[config.mk]
export PLATFORM = sky130hd
export DESIGN_NAME = ksa_shuffle_fsm
export DESIGN_NICKNAME = d
export VERILOG_FILES = /design/src/rtl/ksa_shuffle_fsm.sv
export SDC_FILE = /design/constraint.sdc
export NUM_CORES = 1
export LEC_CHECK = 0
export CAP_MARGIN = 40
export CELL_PAD_IN_SITES_DETAIL_PLACEMENT = 0
export CELL_PAD_IN_SITES_GLOBAL_PLACEMENT = 1
export CORE_MARGIN = 2
export CORE_UTILIZATION = 41
export CTS_CLUSTER_DIAMETER = 30
export DETAILED_ROUTE_END_ITERATION = 6
export HOLD_SLACK_MARGIN = 0.05
export PLACE_DENSITY_LB_ADDON = 0.1
export SKIP_CTS_REPAIR_TIMING = 1
export SYNTH_ARGS = -nofsm -noshare
export SYNTH_HDL_FRONTEND = slang
export SYNTH_SLANG_ARGS = --single-unit
[constraint.sdc]
create_clock -name clk -period 3.7 [get_ports clk]
set_clock_uncertainty 0.1 [all_clocks]
set_input_delay 0.74 -clock clk [delete_from_list [all_inputs] [get_ports clk]]
set_output_delay 0.74 -clock clk [all_outputs]
set_load 0.1 [all_outputs]
[src/rtl/ksa_shuffle_fsm.sv]
// ksa_shuffle_fsm: RC4 key-scheduling shuffle over the 256-byte S-array.
// Walks i = 0..255, accumulates j = j + S[i] + key[i mod KEY_LENGTH] and
// swaps S[i] / S[j] through a memory port whose read data is valid on the
// second cycle an address is held. All outputs are registered.
// Build option: define KSA_SKIP_SELF_SWAP_EN to skip both write states when
// i == j (such an iteration takes 7 cycles instead of 9).
module ksa_shuffle_fsm #(
  parameter int KEY_LENGTH = 3
) (
  input  logic                      clk,
  input  logic                      reset,
  input  logic                      start,
  input  logic [8*KEY_LENGTH-1:0]   secret_key,
  output logic                      finish,
  output logic [7:0]                address,
  output logic [7:0]                write_data,
  output logic                      write_enable,
  input  logic [7:0]                read_data
);

  localparam int KW = (KEY_LENGTH > 1) ? $clog2(KEY_LENGTH) : 1;
  localparam logic [KW-1:0] KEY_LAST = KW'(KEY_LENGTH - 1);

  typedef enum logic [3:0] {
    ST_IDLE       = 4'd0,
    ST_READ_SI    = 4'd1,
    ST_WAIT_SI    = 4'd2,
    ST_CALC_J     = 4'd3,
    ST_READ_SJ    = 4'd4,
    ST_WAIT_SJ    = 4'd5,
    ST_CAPTURE_SJ = 4'd6,
    ST_WRITE_SI   = 4'd7,
    ST_WRITE_SJ   = 4'd8,
    ST_INCR       = 4'd9,
    ST_DONE       = 4'd10
  } state_t;

  state_t                    state_q;
  logic [7:0]                i_q;
  logic [7:0]                j_q;
  logic [KW-1:0]             key_idx_q;
  logic [8*KEY_LENGTH-1:0]   key_q;
  logic [7:0]                s_i_q;
  logic                      finish_q;
  logic [7:0]                address_q;
  logic [7:0]                write_data_q;
  logic                      write_enable_q;

  logic [7:0]                key_byte_s;
  logic [7:0]                j_sum_s;

  assign finish       = finish_q;
  assign address      = address_q;
  assign write_data   = write_data_q;
  assign write_enable = write_enable_q;

  // Select the current key byte; byte 0 sits in the most significant bits.
  always_comb begin
    key_byte_s = 8'h00;
    for (int k = 0; k < KEY_LENGTH; k++) begin
      key_byte_s = (key_idx_q == KW'(k)) ? key_q[8*(KEY_LENGTH-1-k) +: 8] : key_byte_s;
    end
  end

  // New j from S[i] on the read bus; 8-bit sum, carries dropped.
  assign j_sum_s = j_q + read_data + key_byte_s;

  // Shuffle sequencer with registered memory-port and finish outputs.
  // write_data_q doubles as the S[j] holding register: it is loaded from the
  // read bus in CAPTURE_SJ and driven straight out during WRITE_SI.
  always_ff @(posedge clk) begin
    if (reset) begin
      state_q        <= ST_IDLE;
      i_q            <= 8'h00;
      j_q            <= 8'h00;
      key_idx_q      <= '0;
      key_q          <= '0;
      s_i_q          <= 8'h00;
      finish_q       <= 1'b0;
      address_q      <= 8'h00;
      write_data_q   <= 8'h00;
      write_enable_q <= 1'b0;
    end else begin
      finish_q       <= 1'b0;
      write_enable_q <= 1'b0;
      write_data_q   <= 8'h00;
      case (state_q)
        ST_IDLE: begin
          address_q <= 8'h00;
          if (start) begin
            i_q       <= 8'h00;
            j_q       <= 8'h00;
            key_idx_q <= '0;
            key_q     <= secret_key;
            state_q   <= ST_READ_SI;
          end else begin
            state_q   <= ST_IDLE;
          end
        end
        ST_READ_SI: begin
          state_q <= ST_WAIT_SI;
        end
        ST_WAIT_SI: begin
          state_q <= ST_CALC_J;
        end
        ST_CALC_J: begin
          s_i_q     <= read_data;
          j_q       <= j_sum_s;
          address_q <= j_sum_s;
          state_q   <= ST_READ_SJ;
        end
        ST_READ_SJ: begin
          state_q <= ST_WAIT_SJ;
        end
        ST_WAIT_SJ: begin
          state_q <= ST_CAPTURE_SJ;
        end
        ST_CAPTURE_SJ: begin
`ifdef KSA_SKIP_SELF_SWAP_EN
          if (i_q == j_q) begin
            state_q <= ST_INCR;
          end else begin
            address_q      <= i_q;
            write_data_q   <= read_data;
            write_enable_q <= 1'b1;
            state_q        <= ST_WRITE_SI;
          end
`else
          address_q      <= i_q;
          write_data_q   <= read_data;
          write_enable_q <= 1'b1;
          state_q        <= ST_WRITE_SI;
`endif
        end
        ST_WRITE_SI: begin
          address_q      <= j_q;
          write_data_q   <= s_i_q;
          write_enable_q <= 1'b1;
          state_q        <= ST_WRITE_SJ;
        end
        ST_WRITE_SJ: begin
          state_q <= ST_INCR;
        end
        ST_INCR: begin
          key_idx_q <= (key_idx_q == KEY_LAST) ? '0 : key_idx_q + KW'(1);
          if (i_q == 8'hFF) begin
            address_q <= 8'h00;
            finish_q  <= 1'b1;
            state_q   <= ST_DONE;
          end else begin
            i_q       <= i_q + 8'd1;
            address_q <= i_q + 8'd1;
            state_q   <= ST_READ_SI;
          end
        end
        ST_DONE: begin
          address_q <= 8'h00;
          state_q   <= ST_IDLE;
        end
        default: begin
          address_q <= 8'h00;
          state_q   <= ST_IDLE;
        end
      endcase
    end
  end

endmodule

-- Word level (Yosys, flattened, before mapping)
Index checks and enable logic that the tools add are counted.
- reductions and logical operators: 11
- order comparisons: 0
- bitwise logic cells: 1
- divide/modulo/power cells: 0
- multiplexer cells: 18
- eq/ne operators: 14
- multipliers: 0
- shift-type cells: 0
- add/subtract/negate cells: 4
- operators with widths (cell ; number):
    $mux W8 ; 6
    $pmux W8 S2 ; 3
    $pmux W4 S10 ; 1
    $pmux W8 S5 ; 1
    $add A8 B8 Y8 ; 2
    $eq A4 B3 Y1 const B ; 4
    $add A8 B1 Y8 const B ; 1
    $eq A4 B2 Y1 const B ; 2
    $eq A4 B4 Y1 const B ; 2
    $eq A8 B8 Y1 const B ; 1
    $reduce_and A2 Y1 ; 3
    $reduce_or A5 Y1 ; 1
    $eq A4 B1 Y1 const B ; 1
    $logic_not A4 Y1 ; 1
    $mux W2 ; 2
    $mux W4 ; 1
    $ne A2 B2 Y1 const B ; 2
    $pmux W2 S2 ; 1
    $reduce_bool A2 Y1 ; 2
    $reduce_or A2 Y1 ; 2
    $mux W1 ; 3
    $reduce_and A3 Y1 ; 1
    $add A2 B1 Y2 const B ; 1
    $eq A2 B1 Y1 const B ; 1
    other kinds (3) ; 3
- memory bits (writable): 0
- register bits: 72
- memory bits (read-only): 0
- memories: 0
- word-level logic and storage cells: 58
- output and inout bits: 18
- latch bits: 0

-- Logic depth before layout (Yosys ltp)
Gate-level depths: netlist (run 1).
- depth in word-level cells: 6
- depth in mapped cells: 13
- mapped depth without buffers: 12

-- Worst setup path before layout (run 1)
No wires, ideal clock.
- path kind: in2reg
- start: input port read_data[1]
- end: register address_q[7] (netlist: address[7])
- cell stages on the path: 10
- buffers on the path: 0
- arrival time: 2727 ps
- path slack: 737 ps
- cell sequence: inv_1 -> fa_1 -> inv_1 -> ha_1 -> fa_1 -> a211oi_1 -> o21bai_1 -> a21oi_1 -> xnor2_1 -> o22ai_1
- word-level cells in the longest chain between the ends: 3
- ends and longest elaborated chain (element ; line ; RTL):
    start, declared ; 18 ; input logic [7:0] read_data
    $add A8 B8 Y8 (2 in a row) ; 66 ; assign j_sum_s = j_q + read_data + key_byte_s;
    $pmux W8 S5 ; 87 ; case (state_q)
    end signal, assigned ; 109 ; address_q <= j_sum_s;
    end signal, assigned ; 129 ; address_q <= i_q;
    end signal, assigned ; 136 ; address_q <= j_q;
    end, declared ; 45 ; logic [7:0] address_q;
No other way between the ends.
A chain may end at the register's enable or synchronous reset.

-- Final worst setup path (run 1)
Same ends and word-level chain as after synthesis.

==> results.json, run 1 <==
{
  "outcome": "complete, no violations",
  "use_met2_pct": 29.8,
  "fmax_ghz": 0.300,
  "synth_largest_area_cell": "dfxtp_1",
  "cp.arrival_ps": 3420,
  "worstPathRequired_ps": 3790,
  "dp_hpwl_um": 6320,
  "ir_worst_vdd_uv": 179,
  "final_area_sq_um": 4560,
  "grt_busiest_layer": "met2",
  "grtUsageTotal_pct": 18.3,
  "timing.hold.ws_ps": 354,
  "use_met3_pct": 3.15,
  "ys_warn_count": 0,
  "io_buffers": 52,
  "synth_top_area_share_pct": 39.8,
  "drv_slew": 0,
  "clock-root-buffer": "clkbuf_8",
  "setup_tns_ps": 0,
  "gr-total-overflow": 0,
  "area_growth_pct": 25.9,
  "placed_area_sq_um": 4400,
  "p_total_mw": 1.65,
  "initial_core_util_pct": 41.9,
  "cp-start-kind": "input pin",
  "synth-seq-cells": 72,
  "ys_seq_area_share_pct": 39.8,
  "first_pass_iters": 4,
  "cts_buffer_depth": 2,
  "routed_wl_um": 8640,
  "h-tree-depth": 3,
  "cts.sinks": 72,
  "cts_tree": "done",
  "final.period_utilization_pct": 90.0,
  "grt_max_degree": 40,
  "path_clk_slew_ps": 70,
  "drt-initial-drc-count": 127,
  "cts_made_buffers": 9,
  "grt_pass1_vias": 2901,
  "wl_per_cell_um": 14.6,
  "synth_edf_count": 0,
  "power_density_nw_per_um2": 363,
  "drv_cap": 0,
  "setup_ws_ps": 369,
  "dieArea_sq_um": 9600,
  "fp-row-count": 34,
  "grt_pass1_wl_um": 14300,
  "die_h_um": 98.0,
  "timing.slew.headroom_pct": 48.9,
  "postSynthNetCount": 472,
  "postSynthAreaPerCell_sq_um": 8.58,
  "max_slew.worst_pin.slew_ps": 767,
  "use_met1_pct": 24.5,
  "rsz0062_at_grt": "false",
  "hold_path_class": "reg2reg",
  "clk_latency_ps": 340,
  "synth_ff_type": "dfxtp_1",
  "cp_max_fo": 3,
  "final_common_cell": "nand2_1",
  "netlist_instances": 422,
  "via_count": 3042,
  "nets": 529,
  "synth_area_sq_um": 3620,
  "power.leakage_nw": 1.68,
  "period_minus_slack_ps": 3330,
  "finalHoldViolCount": 0,
  "crit_type": "in2reg",
  "die_w_um": 98.0,
  "vias_per_cell": 5.15,
  "antenna_cells": 0,
  "setup_viol": 0,
  "core_sq_um": 8640,
  "routabilityCongestion": 0.792,
  "drc": 0,
  "io_pins": 53,
  "synth_cell_type_count": 56,
  "synth_area_leaders": "dfxtp_1 (40%), nand2_1 (8.7%), a21oi_1 (8.0%), fa_1 (4.4%), mux2i_1 (3.3%)",
  "dp_slack_ps": 5.87,
  "antenna_found_initial": 0,
  "drive_gt1_share_pct": 11.0,
  "final_cell_mix": "nand2_1 (84), dfxtp_1 (72), a21oi_1 (58), clkdlybuf4s50_1 (51), nor2_1 (31)",
  "ant_nets": 0,
  "critPathCaptureType": "flop",
  "async_flop_share_pct": 0
}
[Yosys cell counts, drive strengths merged (3+ instances only)]
cell     n
xor2     5
buf     19
a221oi   4
a22oi    8
clkbuf  11
ha       7
o211ai   3
a21oi   60
a31oi    6
nor3     6
a211oi   5
a22o     3
fa       8
o21ai    9
dfxtp   72
nand3    6
mux2i   12
nor2b    4
xnor2    7
nand2   85
inv     17
nor2    32
and2     4
[per-layer routing]
layer,share of wire (%),vias to the layer above
met2,47,63
met1,49,1410
met4,1.6,0
met5,0,-
li1,-,1557
met3,3.0,12
[per-stage QoR]
| step | utilization, % | std cells |
|---|---|---|
| detailed placement | 51.0 | 576 |
| CTS | 52.8 | 591 |
| finish | 52.8 | 591 |
| floorplan | - | 422 |
| global placement | 47.8 | 558 |
| global route | 52.8 | 591 |
[critical path: stages]
cell	delay, ps
clkdlybuf4s50_1	510
inv_1	70
fa_1	540
inv_1	40
ha_1	230
fa_1	430
a211oi_1	300
o21bai_1	120
a21oi_1	180
xnor2_1	160
o22ai_1	100
[flip-flops by register name (all words and copies together) (netlist names)]
name and flops:
s_i_q 8, j_q 8, write_enable 1, state_q 4
i_q 8, key_idx_q 2, finish 1, address 8
key_q 24, write_data 8
[cells by family after synthesis]
group	share of synthesized area [%]
AND/OR/NAND/NOR	19.5
AO/OA/AOI/OAI	20.8
flip-flops	39.8
buffers and inverters	6.84
adder cells (fa/ha/maj)	6.84
XOR/XNOR	2.90
multiplexers	3.32
[final timing paths]
path                     end  cells past startpoint    startpoint  slack, ps
setup / recovery  address[7]                     11  read_data[1]        370
hold / removal     key_q[14]                      2     key_q[14]        350
setup reg to reg  address[7]                     10  key_idx_q[0]        380
hold reg to reg    key_q[14]                      2     key_q[14]        350
[where the power goes]
group          total (mW)  internal, mW  switching, mW
Combinational       0.299         0.127          0.172
Sequential          0.838         0.807         0.0302
Clock               0.516         0.237          0.279
[area by class of cell]
type	instances	area, sq um
clock inverter	4	22.5
multi-input combinational	303	1930
inverter	17	63.8
fill	834	4080
clock buffer	11	131
sequential	72	1440
tap	108	135
timing repair buffer	76	831
Power figures use the tool's default switching activity.
==> inputs of run 2 (changes only) <==
CAP_MARGIN = unset   (was 40)
==> run 2 against run 1 <==
  * Hold slack better by 0.56 ps
  * Sequential share of layout area is 1.5 points higher
  * Flip-flop and latch count stayed put
  * Critical path depth stayed put
  * Setup slack better by 3.9 ps
  * Critical endpoint unchanged
  * Sequential power hardly changed
==> results.json, run 2 (synthesized netlist as in run 1, its figures left out) <==
{
  "outcome": "complete, no violations",
  "via_count": 2995,
  "rr_startpoint": "key_idx_q[0]",
  "fill_cells": 879,
  "cts_buffer_depth": 2,
  "cp-endpoint": "address[7]",
  "antenna_cells": 0,
  "cp_slowest_cell": "fa_1",
  "area_growth_pct": 20.0,
  "dieArea_sq_um": 9600,
  "clock-root-buffer": "clkbuf_8",
  "period_minus_slack_ps": 3330,
  "path_clk_slew_ps": 80,
  "timing.slew.headroom_pct": 34.4,
  "dp_hpwl_um": 6240,
  "cp_max_fo": 3,
  "grtUsageTotal_pct": 18.6,
  "first_pass_iters": 4,
  "critPathCaptureType": "flop",
  "grt_pass1_wl_um": 14500,
  "cp-start-kind": "input pin",
  "h-tree-depth": 3,
  "path_cells": "clkdlybuf4s50_1 -> inv_1 -> fa_1 -> inv_1 -> ha_1 -> fa_1 -> a211oi_1 -> o21bai_1 -> a21oi_1 -> xnor2_1 -> o22ai_1",
  "final.period_utilization_pct": 89.9,
  "largest_reg_flops": 24,
  "place_inst": 558,
  "initial_core_util_pct": 41.9,
  "cts_made_buffers": 9,
  "setup_viol": 0,
  "ant_nets": 0,
  "max_stage_delay_ps": 540,
  "cp.arrival_ps": 3420,
  "die_w_um": 98.0,
  "drc": 0,
  "reg2regPathDepth": 10,
  "power.leakage_nw": 1.57,
  "drt-initial-drc-count": 101,
  "antenna_found_initial": 0,
  "fp-row-count": 34,
  "crit_type": "in2reg",
  "drv_slew": 0,
  "worstPathRequired_ps": 3790,
  "crit_path_start": "read_data[1]",
  "fin_cells": 574,
  "core_sq_um": 8640,
  "die_h_um": 98.0,
  "r2r_setup_slack_ps": 420,
  "clk_latency_ps": 350,
  "drive_gt1_share_pct": 7.73,
  "power_density_nw_per_um2": 417,
  "grt_max_degree": 40,
  "wl_per_cell_um": 15.2,
  "final_common_cell": "nand2_1",
  "whs_path_depth": 2,
  "routed_wl_um": 8720,
  "vias_per_cell": 5.22,
  "gr-total-overflow": 0,
  "io_buffers": 52,
  "cts_tree": "done",
  "r2r-end": "address[7]",
  "drv_cap": 0,
  "top_register": "key_q",
  "grt_pass1_vias": 2931,
  "cts.sinks": 72,
  "finalHoldViolCount": 0,
  "ir_worst_vdd_uv": 239,
  "nets": 511,
  "max_slew.worst_pin.slew_ps": 981,
  "routabilityCongestion": 0.792,
  "io_pins": 53,
  "fmax_ghz": 0.301,
  "final_cell_mix": "nand2_1 (84), dfxtp_1 (72), a21oi_1 (58), clkdlybuf4s50_1 (51), nor2_1 (31)",
  "setup_tns_ps": 0,
  "rsz0062_at_grt": "false",
  "hold_path_class": "reg2reg"
}
## run 2: changes by cell type in the layout (fill, tap and decap cells not counted)
| cell | delta |
|---|---|
| bufinv_16 | +2 |
| clkinv_4 | +1 |
| clkinv_2 | -2 |
| buf_8 | -18 |
## run 2: cell type report
type                    instances  area [sq um]  area share, %
clock buffers                  11           131           3.02
well taps                     108           135           3.11
repair buffers                 58           561           12.9
inverters                      17          63.8           1.47
multi-input cells             303          1930           44.4
flip-flops and latches         72          1440           33.2
clock inverters                 5          81.3           1.87
## run 2: where the power goes
| group | internal [mW] | total (mW) | switching [mW] |
|---|---|---|---|
| combinational | 0.121 | 0.293 | 0.171 |
| clock | 0.381 | 0.679 | 0.298 |
| sequential | 0.807 | 0.838 | 0.0303 |
| total | 1.31 | 1.81 | 0.500 |
## run 2: worst min path at each step
stage               startpoint  slack [ps]        end
floorplan            key_q[16]         340  key_q[16]
global placement      s_i_q[0]         340   s_i_q[0]
detailed placement    key_q[1]         350   key_q[1]
CTS                   key_q[1]         360   key_q[1]
global route         key_q[18]         380  key_q[18]
finish               key_q[16]         350  key_q[16]
## run 2: worst max-delay path, delay by kind of cell
kind / cells / cell delay (ps)
buffers and inverters: 3 / 620
xor gates and xnor gates: 1 / 150
AOI/OAI and AO/OA: 4 / 700
adders and majority gates: 3 / 1210
## run 2: per-layer routing
layer  vias up  part of all wire, %  wire [um]  track usage [%]
li1       1524                    -          -                -
met2        54                   47       4110             31.2
met4         0                  1.2        109             5.77
met1      1404                   49       4260             24.5
met5         -                    0          0                0
met3        13                  2.8        240             3.08
## run 2: per-stage QoR
step / setup WS [ps] / cell area, sq um / hold WS (ps) / util [%] / total power, mW
2_1_floorplan: 737 / 3620 / 336 / - / 1.06
3_3_place_gp: 63.2 / 4130 / 342 / 47.8 / 1.15
3_5_place_dp: 11.1 / 4130 / 348 / 47.8 / 1.15
4_1_cts: 377 / 4340 / 358 / 50.3 / 1.83
5_1_grt: 256 / 4340 / 377 / 50.3 / 1.89
6_report: 373 / 4340 / 355 / 50.3 / 1.81
==> inputs of run 3 (changes only) <==
CORE_UTILIZATION = 44   (was 41)
MAX_ROUTING_LAYER = met4   (was unset)
RECOVER_POWER = 25   (was unset)
clock period = 4 ns   (was 3.7 ns; I/O delays follow)
==> run 3 against run 2 <==
  * The run now ends with capacitance limit, slew limit left
  * Register-to-register slack better by 220 ps
  * Highest routed layer unchanged
  * Sequential power down 7.6%
  * Combinational power down 9.2%
  * Die area down 6.5%
  * Hold slack about the same
  * Largest power group unchanged
==> results.json, run 3 (synthesized netlist as in run 1, its figures left out) <==
{
  "io_buffers": 52,
  "cp_max_fo": 3,
  "timing.slew.headroom_pct": -19.2,
  "gr-total-overflow": 0,
  "drc": 0,
  "rr_startpoint": "key_idx_q[0]",
  "cts.sinks": 72,
  "nets": 510,
  "multi_input_comb_area_sq_um": 1910,
  "grt_max_degree": 39,
  "power_density_nw_per_um2": 393,
  "final_util_pct": 53.4,
  "reg2regPathDepth": 11,
  "grt_pass1_vias": 2868,
  "path_clk_slew_ps": 70,
  "drv_slew": 56,
  "drt-initial-drc-count": 109,
  "clock-root-buffer": "clkbuf_8",
  "vias_per_cell": 5.23,
  "ir_worst_vdd_uv": 185,
  "grt_pass1_wl_um": 14100,
  "worstPathRequired_ps": 4050,
  "finalHoldViolCount": 0,
  "grtUsageTotal_pct": 20.9,
  "cts_tree": "done",
  "fmax_ghz": 0.291,
  "hold_path_class": "reg2reg",
  "dieArea_sq_um": 8970,
  "largest_reg_flops": 24,
  "top_register": "key_q",
  "critPathCaptureType": "flop",
  "whs_endpoint": "key_q[14]",
  "via_count": 2982,
  "period_minus_slack_ps": 3430,
  "core_sq_um": 8090,
  "outcome": "finished, violations left",
  "dp_hpwl_um": 6110,
  "final_cell_mix": "nand2_1 (85), dfxtp_1 (72), a21oi_1 (58), clkdlybuf4s50_1 (51), nor2_1 (31)",
  "max_slew.worst_pin.slew_ps": 1790,
  "violations": "capacitance limit, slew limit",
  "io_pins": 53,
  "ant_nets": 0,
  "clk_latency_ps": 340,
  "antenna_found_initial": 0,
  "r2r_setup_slack_ps": 640,
  "fill_cells": 825,
  "setup_viol": 0,
  "routabilityCongestion": 0.934,
  "cts_made_buffers": 9,
  "die_w_um": 94.7,
  "h-tree-depth": 3,
  "die_h_um": 94.7,
  "cp.arrival_ps": 3480,
  "final.period_utilization_pct": 85.8,
  "initial_core_util_pct": 44.7,
  "first_pass_iters": 4,
  "drive_gt1_share_pct": 6.45,
  "antenna_cells": 0,
  "cp-start-kind": "input pin",
  "wl_per_cell_um": 14.8,
  "routed_wl_um": 8450,
  "area_growth_pct": 19.5,
  "crit_type": "in2reg",
  "drv_cap": 2,
  "rsz0062_at_grt": "false",
  "final_common_cell": "nand2_1",
  "whs_path_depth": 2,
  "r2r-end": "address[7]",
  "cts_buffer_depth": 2,
  "fp-row-count": 33,
  "power.leakage_nw": 1.56,
  "hold_start": "key_q[14]",
  "setup_tns_ps": 0,
  "ff_latch_area_sq_um": 1440
}
[run 3: cell count changes in the layout (fill, tap and decap cells not counted), sizes merged]
| cell | before | now |
|---|---|---|
| clkinv | 2 | 1 |
| buf | 7 | 3 |
| clkbuf | 11 | 15 |
[run 3: layer usage]
metal	track usage, %	wire length (um)	up-vias
li1	-	-	1525
met1	27.2	4030	1382
met4	9.06	167	0
met5	-	0	-
met3	3.59	275	17
met2	32.0	3970	58
[run 3: layout make-up]
| cell class | instances | area share, % |
|---|---|---|
| clock buffer | 12 | 3.59 |
| clock inverter | 4 | 1.77 |
| inverter | 17 | 1.48 |
| multi-input combinational | 303 | 44.2 |
| sequential | 72 | 33.3 |
| tap | 105 | 3.04 |
| timing repair buffer | 57 | 12.6 |
[run 3: how the worst max path moves through the flow]
stage | cells past startpoint | to | startpoint
finish | 11 | address[7] | read_data[1]
global route | 5 | j_q[3] | state_q[0]
CTS | 11 | address[7] | read_data[1]
detailed placement | 11 | address[7] | read_data[1]
global placement | 11 | address[7] | read_data[1]
floorplan | 10 | address[7] | read_data[1]
[run 3: critical path: stages]
cell	delay (ps)
clkdlybuf4s50_1	510
inv_1	70
fa_1	530
inv_1	40
ha_1	220
fa_1	430
a211oi_1	310
o21bai_1	120
a21oi_1	180
xnor2_1	160
o22ai_1	100
[run 3: per-stage QoR]
stage	power [mW]	std cells	hold slack [ps]	setup slack, ps	instance area, sq um
final	1.70	570	355	567	4320
after global routing	1.79	570	376	370	4320
after CTS	1.72	570	355	636	4350
after detailed placement	1.06	554	346	264	4120
after global placement	1.06	554	343	325	4120
after floorplan	0.979	422	336	977	3620
[run 3: where the power goes]
group | total, mW | switching [mW] | leakage [nW] | internal [mW]
clock network | 0.660 | 0.273 | 0.113 | 0.387
logic | 0.266 | 0.156 | 0.867 | 0.110
registers | 0.774 | 0.0274 | 0.584 | 0.747
